<file path="config.mk">
export PLATFORM = sky130hd
export DESIGN_NAME = i2s_driver_flat
export DESIGN_NICKNAME = d
export VERILOG_FILES = /design/src/rtl/i2s_driver_if.sv /design/src/rtl/i2s_driver.sv /design/src/flat_wrapper.sv
export SDC_FILE = /design/constraint.sdc
export NUM_CORES = 1
export LEC_CHECK = 0
export ABC_AREA = 1
export BUFFER_PORTS_ARGS = -buffer_cell sky130_fd_sc_hd__buf_2
export CAP_MARGIN = 20
export CORE_ASPECT_RATIO = 1.1
export CORE_MARGIN = 2
export CORE_UTILIZATION = 35
export CTS_CLUSTER_DIAMETER = 200
export CTS_CLUSTER_SIZE = 28
export DETAILED_ROUTE_END_ITERATION = 12
export PLACE_DENSITY_LB_ADDON = 0.15
export SLEW_MARGIN = 40
export SYNTH_ARGS = -nofsm -noshare
export SYNTH_HDL_FRONTEND = slang
export SYNTH_SLANG_ARGS = --single-unit
</file>
<file path="constraint.sdc">
create_clock -name clk -period 4.1 [get_ports clk]
set_input_delay 0.82 -clock clk [delete_from_list [all_inputs] [get_ports clk]]
set_output_delay 0.82 -clock clk [all_outputs]
set_load 0.03 [all_outputs]
</file>
<file path="src/rtl/i2s_driver_if.sv">
// Pin bundle between the audio sample datapath, the I2S serializer and the DAC.
// Member suffixes give the direction seen from the serializer.
interface i2s_driver_if;
  logic [15:0] data_l_i;
  logic [15:0] data_r_i;
  logic        bck_o;
  logic        ws_o;
  logic        datai_o;
  logic        range_o;
  logic        deem_o;
  logic        latch_o;

  modport master (
    input  data_l_i, data_r_i,
    output bck_o, ws_o, datai_o, range_o, deem_o, latch_o
  );

  modport slave (
    output data_l_i, data_r_i,
    input  bck_o, ws_o, datai_o, range_o, deem_o, latch_o
  );
endinterface

</file>
<file path="src/rtl/i2s_driver.sv">
// Philips I2S serializer: 16-bit left/right samples, 32 BCK slots per frame.
// WS/DATAI/LATCH move only on the CLK edge where BCK falls.
module i2s_driver #(
  parameter int   BCK_DIV   = 4,
  parameter logic RANGE_VAL = 1'b0,
  parameter logic DEEM_VAL  = 1'b0
) (
  input  logic          clk,
  input  logic          rst_n,
  i2s_driver_if.master  bus
);
  localparam int              DIV_W    = (BCK_DIV > 1) ? $clog2(BCK_DIV) : 1;
  localparam logic [DIV_W-1:0] DIV_LAST = DIV_W'(BCK_DIV - 1);

  logic [DIV_W-1:0] div_q, div_d;
  logic             bck_q, bck_d;
  logic [4:0]       slot_q, slot_d;
  logic [31:0]      sr_q, sr_d;
  logic             ws_q, ws_d;
  logic             datai_q, datai_d;
  logic             latch_q, latch_d;
  logic             tick;
  logic             fall;

  assign tick = (div_q == DIV_LAST);
  assign fall = tick & bck_q;

  always_comb begin
    div_d   = div_q + DIV_W'(1);
    bck_d   = bck_q;
    slot_d  = slot_q;
    sr_d    = sr_q;
    ws_d    = ws_q;
    datai_d = datai_q;
    latch_d = 1'b0;
    if (tick) begin
      div_d = '0;
      bck_d = ~bck_q;
    end
    if (fall) begin
      slot_d = slot_q + 5'd1;
      if (slot_d == 5'd0) begin
        sr_d    = {bus.data_l_i, bus.data_r_i};
        latch_d = 1'b1;
      end else begin
        sr_d = sr_q << 1;
      end
      // WS leads each channel's MSB by one slot.
      ws_d    = (slot_d >= 5'd15) && (slot_d <= 5'd30);
      datai_d = sr_d[31];
    end
  end

  always_ff @(posedge clk or negedge rst_n) begin
    if (!rst_n) begin
      div_q   <= '0;
      bck_q   <= 1'b0;
      slot_q  <= 5'd31;
      sr_q    <= '0;
      ws_q    <= 1'b0;
      datai_q <= 1'b0;
      latch_q <= 1'b0;
    end else begin
      div_q   <= div_d;
      bck_q   <= bck_d;
      slot_q  <= slot_d;
      sr_q    <= sr_d;
      ws_q    <= ws_d;
      datai_q <= datai_d;
      latch_q <= latch_d;
    end
  end

  assign bus.bck_o   = bck_q;
  assign bus.ws_o    = ws_q;
  assign bus.datai_o = datai_q;
  assign bus.latch_o = latch_q;
  assign bus.range_o = RANGE_VAL;
  assign bus.deem_o  = DEEM_VAL;
endmodule

</file>
<file path="src/flat_wrapper.sv">
// flat-port wrapper written by rule: the top's interface ports become plain ports
module i2s_driver_flat 
#(
  parameter int   BCK_DIV   = 4,
  parameter logic RANGE_VAL = 1'b0,
  parameter logic DEEM_VAL  = 1'b0
)
  (clk, rst_n, bus_data_l_i, bus_data_r_i, bus_bck_o, bus_ws_o, bus_datai_o, bus_range_o, bus_deem_o, bus_latch_o);
  i2s_driver_if bus_i ();
  input  logic clk;
  input  logic rst_n;
  input wire logic [$bits(bus_i.data_l_i)-1:0] bus_data_l_i;
  input wire logic [$bits(bus_i.data_r_i)-1:0] bus_data_r_i;
  output wire logic [$bits(bus_i.bck_o)-1:0] bus_bck_o;
  output wire logic [$bits(bus_i.ws_o)-1:0] bus_ws_o;
  output wire logic [$bits(bus_i.datai_o)-1:0] bus_datai_o;
  output wire logic [$bits(bus_i.range_o)-1:0] bus_range_o;
  output wire logic [$bits(bus_i.deem_o)-1:0] bus_deem_o;
  output wire logic [$bits(bus_i.latch_o)-1:0] bus_latch_o;
  assign bus_i.data_l_i = bus_data_l_i;
  assign bus_i.data_r_i = bus_data_r_i;
  assign bus_bck_o = bus_i.bck_o;
  assign bus_ws_o = bus_i.ws_o;
  assign bus_datai_o = bus_i.datai_o;
  assign bus_range_o = bus_i.range_o;
  assign bus_deem_o = bus_i.deem_o;
  assign bus_latch_o = bus_i.latch_o;
  i2s_driver #(.BCK_DIV(BCK_DIV), .RANGE_VAL(RANGE_VAL), .DEEM_VAL(DEEM_VAL)) u_core (.clk(clk), .rst_n(rst_n), .bus(bus_i));
endmodule
</file>
==> results of run 1 <==
routing by layer:
layer | up-vias | part of all wire, % | track usage, %
met5 | - | 0 | 0
met4 | 0 | 0.55 | 3.90
met3 | 2 | 4.3 | 3.82
met2 | 38 | 46 | 24.1
met1 | 909 | 49 | 20.3
li1 | 1003 | - | -
final cells by class:
type / instances / share of cell area, %
multi-input cells: 199 / 40.3
well taps: 82 / 3.85
inverters: 39 / 5.49
flip-flops and latches: 42 / 39.7
clock buffers: 8 / 3.38
repair buffers: 38 / 7.32
logic make-up after synthesis:
family | count (synthesis) | synth area share, %
AO/OA/AOI/OAI | 38 | 12.7
flip-flops | 42 | 43.5
adder cells (fa/ha/maj) | 4 | 2.06
XOR/XNOR | 2 | 0.721
AND/OR/NAND/NOR | 153 | 28.4
other | 1 | 0.154
buffers and inverters | 61 | 12.4
critical path, stage by stage, from the launching register on:
cell	delay (ps)
dfstp_2	610
nand4_1	130
nand2_2	580
inv_2	460
nor2_1	230
nand2_1	80
nand2_1	60
nand3_1	70
metrics by stage:
stage / power, W / hold WS, ps / utilization (%) / area, sq um
after global placement: 0.000457 / 416 / 38.6 / 2570
after floorplan: 0.000432 / 403 / - / 2430
after CTS: 0.000740 / 438 / 40.0 / 2670
final: 0.000730 / 436 / 40.0 / 2670
after detailed placement: 0.000456 / 420 / 38.6 / 2580
after global routing: 0.000764 / 464 / 40.0 / 2670
layout by cell type (no fill, tap or decap):
master	instances
o21bai_1	20
clkbuf_1	2
clkbuf_8	6
dfstp_2	5
inv_1	37
xnor2_1	1
nand3_2	2
nand4_1	2
xor2_1	1
nor2_1	7
buf_2	36
dfrtp_1	37
nand3_1	64
nand2_1	72
a21oi_1	1
o21ai_0	6
inv_2	2
buf_4	2
o21bai_2	11
nor2_4	1
ha_1	4
nand2_2	4
nor3_1	1
conb_1	2
power by group:
part	total (W)	leakage, nW	internal [W]	switching, W
sequential	0.000414	0.429	0.000414	0
combinational	0.0000328	0.778	0.0000134	0.0000194
clock	0.000283	0.0455	0.000138	0.000146
total	0.000730	1.25	0.000565	0.000165
worst max-delay path by stage:
stage	end	slack [ps]	depth (start not counted)
6_report	u_core.bus.ws_o	1760	7
5_1_grt	u_core.sr_q[27]	1500	7
4_1_cts	u_core.sr_q[15]	1710	7
3_5_place_dp	u_core.sr_q[15]	1720	7
3_3_place_gp	u_core.sr_q[15]	1780	7
2_1_floorplan	u_core.bus.datai_o	2490	9
state kept, by name (all words and copies together) (netlist names):
name,count
u_core.slot_q,5
u_core.bus.latch_o,1
u_core.bus.ws_o,1
u_core.bus.datai_o,1
u_core.sr_q,31
u_core.div_q,2
u_core.bus.bck_o,1
==> impl_results.md, run 1 <==
- Status: complete, no violations
- TritonCTS clock tree: built
- Reg2Reg Depth: 7
- Clock Latency Late Sink: 290 ps
- Clock Skew: 5.32 ps
- Synth top area share: 38.1%
- Grt ovf: 0
- Avg Cell Area, Syn: 8.07 sq um
- Post-route antenna net violation count: 0
- Routed length per instance: 12.9 microns
- Final period utilization: 57.1%
- Resize count post-CTS: 0
- Fin. max-slew vios: 0
- Launch point of the worst path: u_core.slot_q[2]
- Worst EP arrival: 2520 ps
- Area Growth Syn to Fin: 9.73%
- Critical Path RT: 4280 ps
- DRC: 0
- Hold/Removal Path Class: reg -> reg
- Hold Path End: u_core.div_q[0]
- IO Pins: 40
- GRT Total Usage: 15.0%
- Power Dens Cells: 274 nW/um^2
- Cell taking the most area after synthesis: dfrtp_1
- Placed Cells: 400
- CORE AREA: 6670 sq um
- HPWL after DPL: 3.05 mm
- Hold Buf Count CTS: 0
- Commonest register cell after synthesis: dfrtp_1
- Register clock-pin slew on the reported worst setup and hold paths: 80 ps
- Postcts setup bufs: 0
- Post-synth top cells: nand2_1, nand3_1, dfrtp_1, inv_1, o21bai_1
- #FFs+latches synth: 42
- Slew @ Worst Pin: 763 ps
- Setup slack, reg-to-reg: 1760 ps
- # rows: 31
- Max VDD drop: 0.000104 V
- Hold path depth: 1
- Root buf cell: clkbuf_8
- Critical path class: reg -> reg
- Crit start category: flip-flop
- Min-delay src: u_core.div_q[0]
- Die height: 91.4 microns
- PortBufs: 37
- Vias in the first global route: 1,959
- Area of the multi-input gates: 1070 sq um
- # H-tree levels: 2
- Largest fanout on the critical path: 34
- Number of flops mapped to enable cells by yosys: 0
- Fraction of layout cells with a size suffix above 1: 21.2%
- Post-Layout Cell Count: 408
- Final hold viol count: 0
- Post-synth ARST share: 100%
- Syn Std Cell Area: 2430 sq um
- Initial antenna violation count: 0
- DRT iter0 DRCs: 109
- Routability cong.: 0.686
- Period minus WS final: 2340 ps
- Most common cell in the synthesized netlist: nand2_1
- Initial Util: 36.4%
- Global-route wire length before repair: 9.40 mm
- Mapped Cells: 301
- DIE AREA: 7630 sq um
- Final nets: 363
- R2r endpoint: u_core.bus.ws_o
- Clk sink count: 42
- Die X-Extent: 83.4 microns
- CTS Buf Count: 5
- Crit end category: flip-flop
- Placement Setup Slack: 1720 ps
- Relative slew slack: 49.0%
- Vias: 1,952
- Fillers: 724
- Buffer depth of the longest clock path: 2
- TNS Setup: 0 ps
- Synthesis warning total: 0
- Achievable frequency: 427 MHz
- Sequential area share after synthesis: 43.5%
- Ant diodes: 0
- Yosys cell types: 24
- Final setup margin: 1760 ps
- FF-to-FF Start: u_core.slot_q[2]
- Number of max-cap violations: 0
- Sequential standard cell area: 1060 sq um
- Synth top area cells: dfrtp_1, nand3_1, nand2_1, o21bai_1, inv_1
- DRT Pass-1 Iters: 4
- # setup viols final: 0
- Total Wirelength: 5.28 mm
- Via density: 4.78
- Pleak: 1.25 nW
- Unrepaired setup endpoints after global routing: false
- Largest net degree at the start of global routing: 43
Note: power is estimated with default switching activity, not from simulation.
==> run 2: changes to the inputs <==
==> constraint.sdc (replaced) <==
create_clock -name clk -period 2.3 [get_ports clk]
set_input_delay 0.46 -clock clk [delete_from_list [all_inputs] [get_ports clk]]
set_output_delay 0.46 -clock clk [all_outputs]
set_load 0.03 [all_outputs]
==> run 2 against run 1 <==
Register-to-register slack worse by 1400 ps. Clock-buffer cell count is 1 lower. Cell count is 2.0% higher. Utilization is 1.7 points higher. Via count is 1.8% higher. Sequential share of layout area is 1.6 points lower. Final area is 4.2% higher.
==> impl_results.md, run 2 (synthesis gave the netlist of run 1 again) <==
- TNS Setup: 0 ps
- # H-tree levels: 2
- Layout Utilization: 41.6%
- Final period utilization: 85.4%
- Area Growth Syn to Fin: 14.3%
- Final hold viol count: 0
- Initial antenna violation count: 0
- Total Wirelength: 5.27 mm
- Most Used Layer, Global Route: met2
- Crit start category: flip-flop
- Final nets: 371
- R2r endpoint: u_core.sr_q[15]
- Period minus WS final: 1960 ps
- Placed Cells: 408
- Placed instance area: 2670 sq um
- Hold Buf Count CTS: 0
- Number of max-cap violations: 0
- DRT iter0 DRCs: 87
- IO Pins: 40
- CP endpoint: u_core.sr_q[15]
- Number of flip-flops in the largest register: 31
- Max VDD drop: 0.000211 V
- Critical Path RT: 2480 ps
- Most common cell after layout, fill and taps aside: nand2_1
- Worst path max stage delay: 580 ps
- Regs by FF count: u_core.sr_q (31), u_core.slot_q (5), u_core.div_q (2)
- Commonest cells after routing, fill and taps aside: nand2_1, nand3_1, inv_1, buf_2, dfrtp_1
- Postcts setup bufs: 0
- Largest fanout on the critical path: 18
- Vias in the first global route: 1,977
- DIE AREA: 7630 sq um
- Clock Skew: 10.4 ps
- PortBufs: 37
- Cell breakdown of the critical path: ha_1, nand3_2, nand2_2, nand2_2, nor2_4, buf_12, nand3_1, nand3_1, nand2_1
- Final Cell Area: 2780 sq um
- Launch point of the worst path: u_core.slot_q[0]
- Post-route antenna net violation count: 0
- Crit end category: flip-flop
- Levels on crit path: 9
- Initial Util: 36.4%
- Critical path class: reg -> reg
- # setup viols final: 0
- Grt ovf: 0
- Via density: 4.78
- Met3 Track Usage GR: 3.09%
- Die height: 91.4 microns
- Global-route wire length before repair: 9.12 mm
- Biggest register: u_core.sr_q
- Clock Latency Late Sink: 290 ps
- GR Layer Usage met2: 24.2%
- Critical path's top delay family: simple AND/OR/NAND/NOR gates
- Unrepaired setup endpoints after global routing: false
- Ant diodes: 0
- Reg2Reg Depth: 9
- TritonCTS clock tree: built
- Fin. max-slew vios: 0
- Routability cong.: 0.777
- Hold/Removal Path Class: in -> async
- DRC: 0
- DRT Pass-1 Iters: 4
- Slowest cell on the critical path: dfstp_2
- Routing usage on met1: 19.0%
- Resize count post-CTS: 0
- Routed length per instance: 12.7 microns
- Die X-Extent: 83.4 microns
- Vias: 1,988
- Clk sink count: 42
- Post-Layout Cell Count: 416
- CORE AREA: 6670 sq um
- Register clock-pin slew on the reported worst setup and hold paths: 90 ps
- Pleak: 1.31 nW
- Largest net degree at the start of global routing: 40
- CTS Buf Count: 5
- Root buf cell: clkbuf_8
- Buffer depth of the longest clock path: 2
- HPWL after DPL: 3.46 mm
- # rows: 31
- Status: complete, no violations
- Fraction of layout cells with a size suffix above 1: 23.1%
- Achievable frequency: 509 MHz
- FF-to-FF Start: u_core.slot_q[0]
- Buf/Inv on CP: 1
- Power Dens Cells: 497 nW/um^2
- Worst EP arrival: 2140 ps
- Setup slack, reg-to-reg: 340 ps
- GRT Total Usage: 14.5%
==> run 2: changes by cell type in the layout (fill, tap and decap cells not counted), sizes merged <==
cell    before  now
buf         38   46
bufinv       0    1
clkbuf       8    7
==> run 2: how the worst min path moves through the flow <==
stage | cells after the start | to | slack (ps) | from
after floorplan | 0 | u_core.bus.bck_o | 160 | rst_n
after global placement | 1 | u_core.div_q[0] | 410 | u_core.div_q[0]
after detailed placement | 1 | u_core.div_q[0] | 420 | u_core.div_q[0]
after CTS | 1 | u_core.sr_q[0] | 100 | rst_n
after global routing | 1 | u_core.sr_q[0] | 120 | rst_n
final | 1 | u_core.sr_q[0] | 100 | rst_n
==> run 2: worst reg2reg max path, stage by stage, from the launching register on <==
cell and delay (ps):
dfstp_2 580, ha_1 260, nand3_2 100, nand2_2 90, nand2_2 80, nor2_4 310
buf_12 210, nand3_1 90, nand3_1 90, nand2_1 60
==> run 2: per-layer routing <==
metal  wire [microns]  part of all wire [%]
met5                0                     0
met3              218                   4.1
met2             2450                    46
met4               59                   1.1
met1             2550                    48
==> run 2: cell type report <==
cell class | instances | area, sq um
fill | 684 | 3890
timing repair buffer | 46 | 290
clock inverter | 1 | 30.0
clock buffer | 7 | 76.3
inverter | 39 | 146
multi-input combinational | 199 | 1070
sequential | 42 | 1060
tap | 82 | 103
==> run 2: per-stage QoR <==
| step | worst slack (ps) | total power, W | hold slack, ps |
|---|---|---|---|
| final | 336 | 0.00138 | 96.4 |
| after global routing | 182 | 0.00144 | 123 |
| after CTS | 319 | 0.00141 | 103 |
| after detailed placement | 329 | 0.000816 | 423 |
| after global placement | 368 | 0.000817 | 414 |
| after floorplan | 694 | 0.000770 | 164 |
==> run 2: power breakdown <==
part           switching, W  internal [W]
Clock              0.000256      0.000325
Combinational     0.0000355     0.0000257
Sequential                0      0.000738
